--- src/rtl/or_gate_mon_pkg.sv ---
// Shared types and helpers for the orGate sampling monitor.
// Imported by the monitor top and its delay pipeline.
package or_gate_mon_pkg;

   typedef enum logic [1:0] {
      IDLE = 2'd0,
      RUN  = 2'd1,
      DONE = 2'd2
   } mon_state_e;

   localparam logic [1:0] BIN_00 = 2'd0;
   localparam logic [1:0] BIN_01 = 2'd1;
   localparam logic [1:0] BIN_10 = 2'd2;
   localparam logic [1:0] BIN_11 = 2'd3;

   // Counter widths up to 32 bits; holds at 2^w-1.
   function automatic logic [31:0] sat_inc(
      input logic [31:0] v,
      input int unsigned w
   );
      logic [31:0] lim;
      lim = (w >= 32) ? 32'hFFFF_FFFF : ((32'd1 << w) - 32'd1);
      return (v >= lim) ? v : v + 32'd1;
   endfunction

endpackage

--- src/rtl/or_mon_delay.sv ---
// Valid/data shift register aligning expected values with the observed Y.
// LATENCY=0 is a wire; flush empties every stage.
module or_mon_delay
   import or_gate_mon_pkg::*;
#(
   parameter int LATENCY = 0,
   parameter int DW      = 1
) (
   input  logic          clk,
   input  logic          rst_n,
   input  logic          flush,
   input  logic          in_valid,
   input  logic [DW-1:0] in_data,
   output logic          out_valid,
   output logic [DW-1:0] out_data
);

   if (LATENCY == 0) begin : g_pass
      logic unused_pass;
      assign unused_pass = ^{clk, rst_n, flush};
      assign out_valid   = in_valid;
      assign out_data    = in_data;
   end else begin : g_pipe
      logic [LATENCY-1:0]         vld_q, vld_d;
      logic [LATENCY-1:0][DW-1:0] dat_q, dat_d;

      always_comb begin
         vld_d = vld_q;
         dat_d = dat_q;
         if (flush) begin
            vld_d = '0;
            dat_d = '0;
         end else begin
            vld_d[0] = in_valid;
            dat_d[0] = in_data;
            for (int i = 1; i < LATENCY; i++) begin
               vld_d[i] = vld_q[i-1];
               dat_d[i] = dat_q[i-1];
            end
         end
      end

      always_ff @(posedge clk or negedge rst_n) begin
         if (!rst_n) begin
            vld_q <= '0;
            dat_q <= '0;
         end else begin
            vld_q <= vld_d;
            dat_q <= dat_d;
         end
      end

      assign out_valid = vld_q[LATENCY-1];
      assign out_data  = dat_q[LATENCY-1];
   end

endmodule

--- src/rtl/or_gate_monitor.sv ---
// Passive orGate checker: compares Y with a delayed A|B and keeps
// transaction, error and coverage counts over a start/stop window.
module or_gate_monitor
   import or_gate_mon_pkg::*;
#(
   parameter int WIDTH   = 1,
   parameter int LATENCY = 0,
   parameter int CNT_W   = 16
) (
   input  logic               clk,
   input  logic               rst_n,
   input  logic               start,
   input  logic               stop,
   input  logic               sample_valid,
   input  logic [WIDTH-1:0]   a,
   input  logic [WIDTH-1:0]   b,
   input  logic [WIDTH-1:0]   y,
   output logic               busy,
   output logic               done,
   output logic               mismatch,
   output logic [CNT_W-1:0]   txn_count,
   output logic [CNT_W-1:0]   err_count,
   output logic [4*CNT_W-1:0] cov_bins,
   output logic [CNT_W-1:0]   first_err_idx,
   output logic [WIDTH-1:0]   first_err_exp,
   output logic [WIDTH-1:0]   first_err_got
);

   localparam int DW = WIDTH + 2;

   mon_state_e state_q, state_d;
   logic busy_q, busy_d;
   logic done_q, done_d;
   logic mm_q, mm_d;
   logic [CNT_W-1:0] txn_q, txn_d;
   logic [CNT_W-1:0] err_q, err_d;
   logic [3:0][CNT_W-1:0] bins_q, bins_d;
   logic [CNT_W-1:0] fidx_q, fidx_d;
   logic [WIDTH-1:0] fexp_q, fexp_d;
   logic [WIDTH-1:0] fgot_q, fgot_d;

   logic          p_vld;
   logic [DW-1:0] p_dat;
   logic [1:0]    p_bin;
   logic [WIDTH-1:0] p_exp;
   logic cnt_en;
   logic miss;

   // Bin index is captured with the sample so it travels with its expected Y.
   or_mon_delay #(
      .LATENCY (LATENCY),
      .DW      (DW)
   ) u_delay (
      .clk       (clk),
      .rst_n     (rst_n),
      .flush     (start),
      .in_valid  (sample_valid),
      .in_data   ({a[0], b[0], a | b}),
      .out_valid (p_vld),
      .out_data  (p_dat)
   );

   assign p_bin  = p_dat[DW-1 -: 2];
   assign p_exp  = p_dat[WIDTH-1:0];
   assign cnt_en = (state_q == RUN) && p_vld && !start;
   assign miss   = (y !== p_exp);

   always_comb begin
      state_d = state_q;
      unique case (state_q)
         IDLE:    if (start) state_d = RUN;
         RUN:     if (start) state_d = RUN;
                  else if (stop) state_d = DONE;
         DONE:    if (start) state_d = RUN;
         default: state_d = IDLE;
      endcase
   end

   always_comb begin
      busy_d = (state_d == RUN);
      done_d = (state_d == DONE);
      mm_d   = cnt_en && miss;
      txn_d  = txn_q;
      err_d  = err_q;
      bins_d = bins_q;
      fidx_d = fidx_q;
      fexp_d = fexp_q;
      fgot_d = fgot_q;
      if (start) begin
         txn_d  = '0;
         err_d  = '0;
         bins_d = '0;
         fidx_d = '0;
         fexp_d = '0;
         fgot_d = '0;
      end else if (cnt_en) begin
         txn_d = CNT_W'(sat_inc(32'(txn_q), CNT_W));
         bins_d[p_bin] = CNT_W'(sat_inc(32'(bins_q[p_bin]), CNT_W));
         if (miss) begin
            err_d = CNT_W'(sat_inc(32'(err_q), CNT_W));
            if (err_q == '0) begin
               fidx_d = txn_q;
               fexp_d = p_exp;
               fgot_d = y;
            end
         end
      end
   end

   always_ff @(posedge clk or negedge rst_n) begin
      if (!rst_n) begin
         state_q <= IDLE;
         busy_q  <= 1'b0;
         done_q  <= 1'b0;
         mm_q    <= 1'b0;
         txn_q   <= '0;
         err_q   <= '0;
         bins_q  <= '0;
         fidx_q  <= '0;
         fexp_q  <= '0;
         fgot_q  <= '0;
      end else begin
         state_q <= state_d;
         busy_q  <= busy_d;
         done_q  <= done_d;
         mm_q    <= mm_d;
         txn_q   <= txn_d;
         err_q   <= err_d;
         bins_q  <= bins_d;
         fidx_q  <= fidx_d;
         fexp_q  <= fexp_d;
         fgot_q  <= fgot_d;
      end
   end

   assign busy          = busy_q;
   assign done          = done_q;
   assign mismatch      = mm_q;
   assign txn_count     = txn_q;
   assign err_count     = err_q;
   assign cov_bins      = bins_q;
   assign first_err_idx = fidx_q;
   assign first_err_exp = fexp_q;
   assign first_err_got = fgot_q;

endmodule

--- config.mk ---
export PLATFORM = sky130hd
export DESIGN_NAME = or_gate_monitor
export DESIGN_NICKNAME = d
export VERILOG_FILES = /design/src/rtl/or_gate_mon_pkg.sv /design/src/rtl/or_mon_delay.sv /design/src/rtl/or_gate_monitor.sv
export SDC_FILE = /design/constraint.sdc
export NUM_CORES = 1
export LEC_CHECK = 0
export CORE_MARGIN = 1
export CORE_UTILIZATION = 45
export CTS_BUF_LIST = sky130_fd_sc_hd__clkbuf_8
export CTS_CLUSTER_DIAMETER = 120
export DETAILED_ROUTE_END_ITERATION = 8
export GPL_ROUTABILITY_DRIVEN = 0
export MAX_ROUTING_LAYER = met4
export PLACE_DENSITY = 0.72
export REMOVE_ABC_BUFFERS = 1
export SLEW_MARGIN = 10
export SYNTH_ARGS = -nofsm -noshare
export SYNTH_HDL_FRONTEND = slang
export SYNTH_SLANG_ARGS = --single-unit
--- constraint.sdc ---
create_clock -name clk -period 3.23 [get_ports clk]
set_input_delay 0.969 -clock clk [delete_from_list [all_inputs] [get_ports clk]]
set_output_delay 0.969 -clock clk [all_outputs]
set_load 0.05 [all_outputs]
# Yosys cells after proc, flatten, opt, wreduce, memory -nomap -nowiden

Index checks and enable logic that the tools add are counted.

Flip-flop bits (word level): 119

Mux-type cells: 31
Bitwise gates (word level): 1
$add $sub $neg: 3
Reduce and logical (&&, ||, !) cells: 14
Magnitude comparators: 5
Equality and inequality tests: 7

Operators by type and width:

| operator              | number |
|---|---|
| $mux 16               | 14 |
| $mux 64               | 2 |
| $bwmux 64             | 1 |
| $add 16x1->16 const B | 3 |
| $ge 16x16->1 const B  | 3 |
| $bmux 16 s2           | 1 |
| $demux 16 s2          | 1 |
| $logic_not 16->1      | 1 |
| $mux 1                | 8 |
| $mux 2                | 3 |
| $reduce_and 3->1      | 2 |
| $reduce_bool 2->1     | 3 |
| $eq 2x1->1 const B    | 2 |
| $eq 2x2->1 const B    | 2 |
| $logic_and 1x1->1     | 4 |
| $ne 2x2->1 const B    | 2 |
| $pmux 2 s2            | 1 |
| $lt 2x3->1 const B    | 1 |
| $ge 2x1->1 const B    | 1 |
| $logic_not 2->1       | 1 |
| $reduce_and 2->1      | 1 |
| $reduce_or 2->1       | 1 |
| $logic_not 1->1       | 1 |
| $nex 1x1->1           | 1 |
| $or 1x1->1            | 1 |

# Logic depth before layout (Yosys ltp)

Word-level depth: 7
Gate-level depth with buffers: 11

# Hierarchy

From an unflattened synthesis, not the netlist that was laid out.

Cells, all modules: 535
Area, all modules: 5,826.8 um^2

Modules (own cells, without submodules):

| module          | cells each | sequential area each (um^2) | area each (um^2) | instances |
|---|---|---|---|---|
| or_gate_monitor | 531        | 2,977.9                     | 5,796.8          | 1 |
| or_mon_delay    | 4          | 0.0                         | 30.0             | 1 |

# Worst setup path after synthesis

No wires, ideal clock.

Kind: input-to-reg
Start: input b
End: register bins_q (netlist bit cov_bins[30])
Arrival: 3.300 ns
Library setup time: 0.121 ns
Data required time: 3.109 ns
Cell stages on the path: 10
Buffers on the path: 3
Path slack: -0.191 ns
Cell sequence: buf_6 buf_4 mux4_2 ha_1 inv_1 or4_1 buf_2 nor3_1 mux2_2 a22o_1

Longest elaborated chain between the ends: 7
Elaborated cells on any way between the ends: 13

Ends and longest elaborated chain:

| item                                                                      | line                                         | RTL |
|---|---|---|
| from (decl)                                                               | or_gate_monitor.sv:16                        | `input logic [WIDTH-1:0] b,` |
| $bmux 16 s2 (tied with other cells)                                       | or_gate_monitor.sv:98                        | `bins_d[p_bin] = CNT_W'(sat_inc(32'(bins_q[p_bin]), CNT_W));` |
| $mux 16 (implied by the code) / $logic_and 1x1->1 (equally long branches) | or_gate_monitor.sv:98                        |  |
| $add 16x1->16 (tied with other cells)                                     | or_gate_mon_pkg.sv:23                        | `return (v >= lim) ? v : v + 32'd1;` |
| $mux 16 / $demux 16 s2 (equally long branches)                            | or_gate_mon_pkg.sv:23, or_gate_monitor.sv:98 |  |
| $bwmux 64 *                                                               | or_gate_monitor.sv:98                        |  |
| $mux 64 *                                                                 | or_gate_monitor.sv:96                        | `end else if (cnt_en) begin` |
| $mux 64 *                                                                 | or_gate_monitor.sv:89                        | `if (start) begin` |
| to (signal assigned)                                                      | or_gate_monitor.sv:129                       | `bins_q <= bins_d;` |
| to (decl)                                                                 | or_gate_monitor.sv:37                        | `logic [3:0][CNT_W-1:0] bins_q, bins_d;` |

Every way passes the cells marked *; elsewhere a longest branch is shown, timed or not. The select of a mux whose other input is x is not followed.
A chain may end at the register's enable or synchronous reset.

# Final worst setup path

Start: input b
End: register bins_q (netlist bit cov_bins[12])

Same word-level chain as after synthesis.

==> flow_metrics.tcl <==
set metrics [dict create \
    gr-total-overflow 0 \
    path_max_fanout 5 \
    insertion_delay_ns 0.46 \
    ys_ff_latch 119 \
    firstDrtPassIters 5 \
    place.port_buffers 124 \
    postCtsSetupRepairBufs 0 \
    cts_root_buf "clkbuf_8" \
    crit_arrival_ns 3.51 \
    maxCapViolations 0 \
    maxSlewViolCount 0 \
    routed_wirelength_mm 16.0 \
    drt-vias-per-instance 5.54 \
    clkPwrFrac_pct 45.6 \
    seqPwrFrac_pct 46.1 \
    wl_met2_mm 7.91 \
    startpoint_type "input pin" \
    drive_gt1_share_pct 15.5 \
    synth_edf_count 0 \
    synthTopCellsByArea "dfrtp_1 52%, mux4_2 5.9%, nor2_1 4.9%" \
    hold_violations 0 \
    core_area_um2 12600 \
    track_usage_pct 27.3 \
    routedWlPerCell_um 18.0 \
    htreeDepth 4 \
    worstMarginPinSlew_ns 0.713 \
    holdCritStartpoint "cov_bins[43]" \
    leakage_nw 3.35 \
    synth_fa_ha_area_share_pct 0.867 \
    wl_met3_mm 1.05 \
    synth.avg_cell_area_um2 10.8 \
    irDropWorstVdd_uv 301 \
    status "completed" \
    clk_path_buf_depth 2 \
    cts.clk_slew.worst_paths_ns 0.07 \
    worstPathRequired_ns 3.60 \
    dp.cells 857 \
    rr_startpoint "cov_bins[17]" \
    clock_skew_ns 0.0136 \
    synth_xor_area_share_pct 5.89 \
    num_antenna_cells 0 \
    ioPinCount 125 \
    synth.largest_area_cell "dfrtp_1" \
    synth_top_area_share_pct 51.6 \
    vias 4929 \
    ys_warn_count 0 \
    ant_nets 0 \
    hold_path.class "flip-flop to flip-flop" \
    drt-initial-drc-count 353 \
    netSwitchingFraction_pct 23.7 \
    end_kind "flip-flop" \
    fin_hold_ws_ns 0.514 \
    p_comb_share_pct 8.3 \
    seq_area_frac_synth_pct 51.6 \
    rr_worst_depth 8 \
    syn_inst 536 \
    cts_tree "built" \
    syn-cell-area_um2 5770 \
    setup_violations 0 \
    whs_path_depth 2 \
    top_layer "met4" \
    fin_area_um2 7980 \
    p_sw_mw 0.781 \
    r2r_end "cov_bins[12]" \
    internal-power_mw 2.51 \
    powerDensity_nw_per_um2 413 \
    route.detailed.drc 0 \
    placed_cell_area_um2 7530 \
    synthDistinctLibCells 51 \
    slew_headroom_pct 52.5 \
    yosysMostFrequentCell "dfrtp_1" \
    areaGrowthSynthToFinish_pct 38.2 \
    min_period_over_period_pct 97.3 \
    final_cells 889 \
    max_freq_ghz 0.318 \
    placementRows 41 \
    clock_sinks 119 \
    place_ws_ns -0.430 \
    die_x_um 115 \
    fin_util_pct 63.5 \
    wl_met1_mm 6.71 \
    synth-simple-area-share_pct 15.5 \
    cts_buffers 17 \
    final_nets 716 \
    fp.dieH_um 115 \
    synth_top_family_by_area "simple AND/OR/NAND/NOR gates" \
    r2r_slack_ns 0.83 \
    setup_slack_ns 0.0873 \
    rsz0062_at_grt "true" \
    ys_top_cells_by_count "119 x dfrtp_1, 76 x nor2_1, 48 x nand2_1" \
    synth-compound-area-share_pct 12.7 \
    finalCriticalPeriod_ns 3.14 \
    fp.dieArea_um2 13300 \
    total_power_mw 3.30 \
    path_class "input pin to flip-flop" \
    synth_async_sr_flop_share_pct 100 \
    grt_pass1_wl_mm 26.3 \
    grt_pass1_vias 5197 \
    fin_tns_setup_ns 0 \
    grt_max_degree 53 \
    place_hpwl_mm 11.2 \
    synthFlopType "dfrtp_1" \
    antenna_found_initial 0 \
    start_util_pct 45.9 \
    synth_mux_area_share_pct 10.6 \
    holdPathEnd "cov_bins[43]" \
]
-- cell type report --
class	count	area (µm²)
Clock buffer	18	248
Clock inverter	14	191
Fill cell	1009	4590
Inverter	11	41.3
Multi-Input combinational cell	379	2650
Sequential cell	119	2980
Tap cell	172	215
Timing Repair Buffer	176	1660
-- repair_timing --
action,CTS,global route
hold buffers,0,0
resized for setup,0,8
setup endpoints to repair,0,35
hold endpoints to repair,0,0
-- logic make-up after synthesis --
| kind of cell | Yosys count |
|---|---|
| xor+xnor | 38 |
| mux | 39 |
| compound gates | 105 |
| simple gates | 193 |
| flops | 119 |
| fa+ha+maj | 4 |
| buf+inv | 38 |
-- power by group through the flow --
stage | registers, mW | logic, mW | clock network [mW]
after floorplan | 1.59 | 0.0824 | 0
after detailed placement | 1.55 | 0.274 | 0
final | 1.52 | 0.272 | 1.50
after global placement | 1.55 | 0.267 | 0
after CTS | 1.52 | 0.274 | 1.53
after global routing | 1.52 | 0.294 | 1.60
-- how the worst max path moves through the flow --
stage	start	to	cells after the start	slack, ns
floorplan	sample_valid	first_err_idx[2]	5	-0.44
global placement	b	cov_bins[32]	9	-0.38
detailed placement	b	cov_bins[16]	9	-0.43
CTS	b	cov_bins[16]	9	0.04
global route	b	cov_bins[59]	10	-0.02
finish	b	cov_bins[12]	10	0.09
-- metal layers --
metal	vias up	global-route usage (%)
met5	-	-
met4	0	12.6
met3	36	7.27
met2	210	42.4
met1	2415	33.3
li1	2268	-
-- state kept, by name (all words and copies together) (netlist names) --
signal	count
first_err_exp	1
mismatch	1
cov_bins	64
first_err_got	1
done	1
busy	1
state_q	2
first_err_idx	16
txn_count	16
err_count	16
-- cells in the final DEF, fill, tap and decap left out, types with 3 or more instances in the layout --
master / netlist / layout
clkinv_2: 0 / 3
o211ai_1: 3 / 3
or3_1: 4 / 4
bufinv_16: 0 / 5
buf_12: 0 / 3
o2111ai_1: 10 / 10
buf_4: 1 / 50
mux2i_1: 20 / 20
and3_1: 11 / 11
nor2_1: 76 / 76
mux4_2: 15 / 16
a31oi_1: 3 / 3
clkbuf_8: 0 / 18
nand2_1: 48 / 48
xor2_1: 22 / 22
ha_1: 4 / 4
dfrtp_1: 119 / 119
o21ai_1: 5 / 8
xnor2_1: 15 / 15
clkdlybuf4s50_1: 0 / 122
nor4_1: 6 / 6
inv_1: 11 / 16
a21oi_1: 10 / 10
a22o_1: 32 / 32
o21ai_0: 31 / 28
nor3_1: 9 / 7
nand4_1: 8 / 8
nand2b_1: 3 / 3
nand3_1: 10 / 10
-- critical path: stages --
cell             delay, ns
clkdlybuf4s50_1       0.40
buf_4                 0.17
mux4_2                0.36
ha_1                  0.18
inv_1                 0.06
or4_4                 0.56
buf_4                 0.17
nor2_1                0.10
mux2_2                0.37
o21ai_0               0.16
Note: power is estimated with default switching activity, not from simulation.
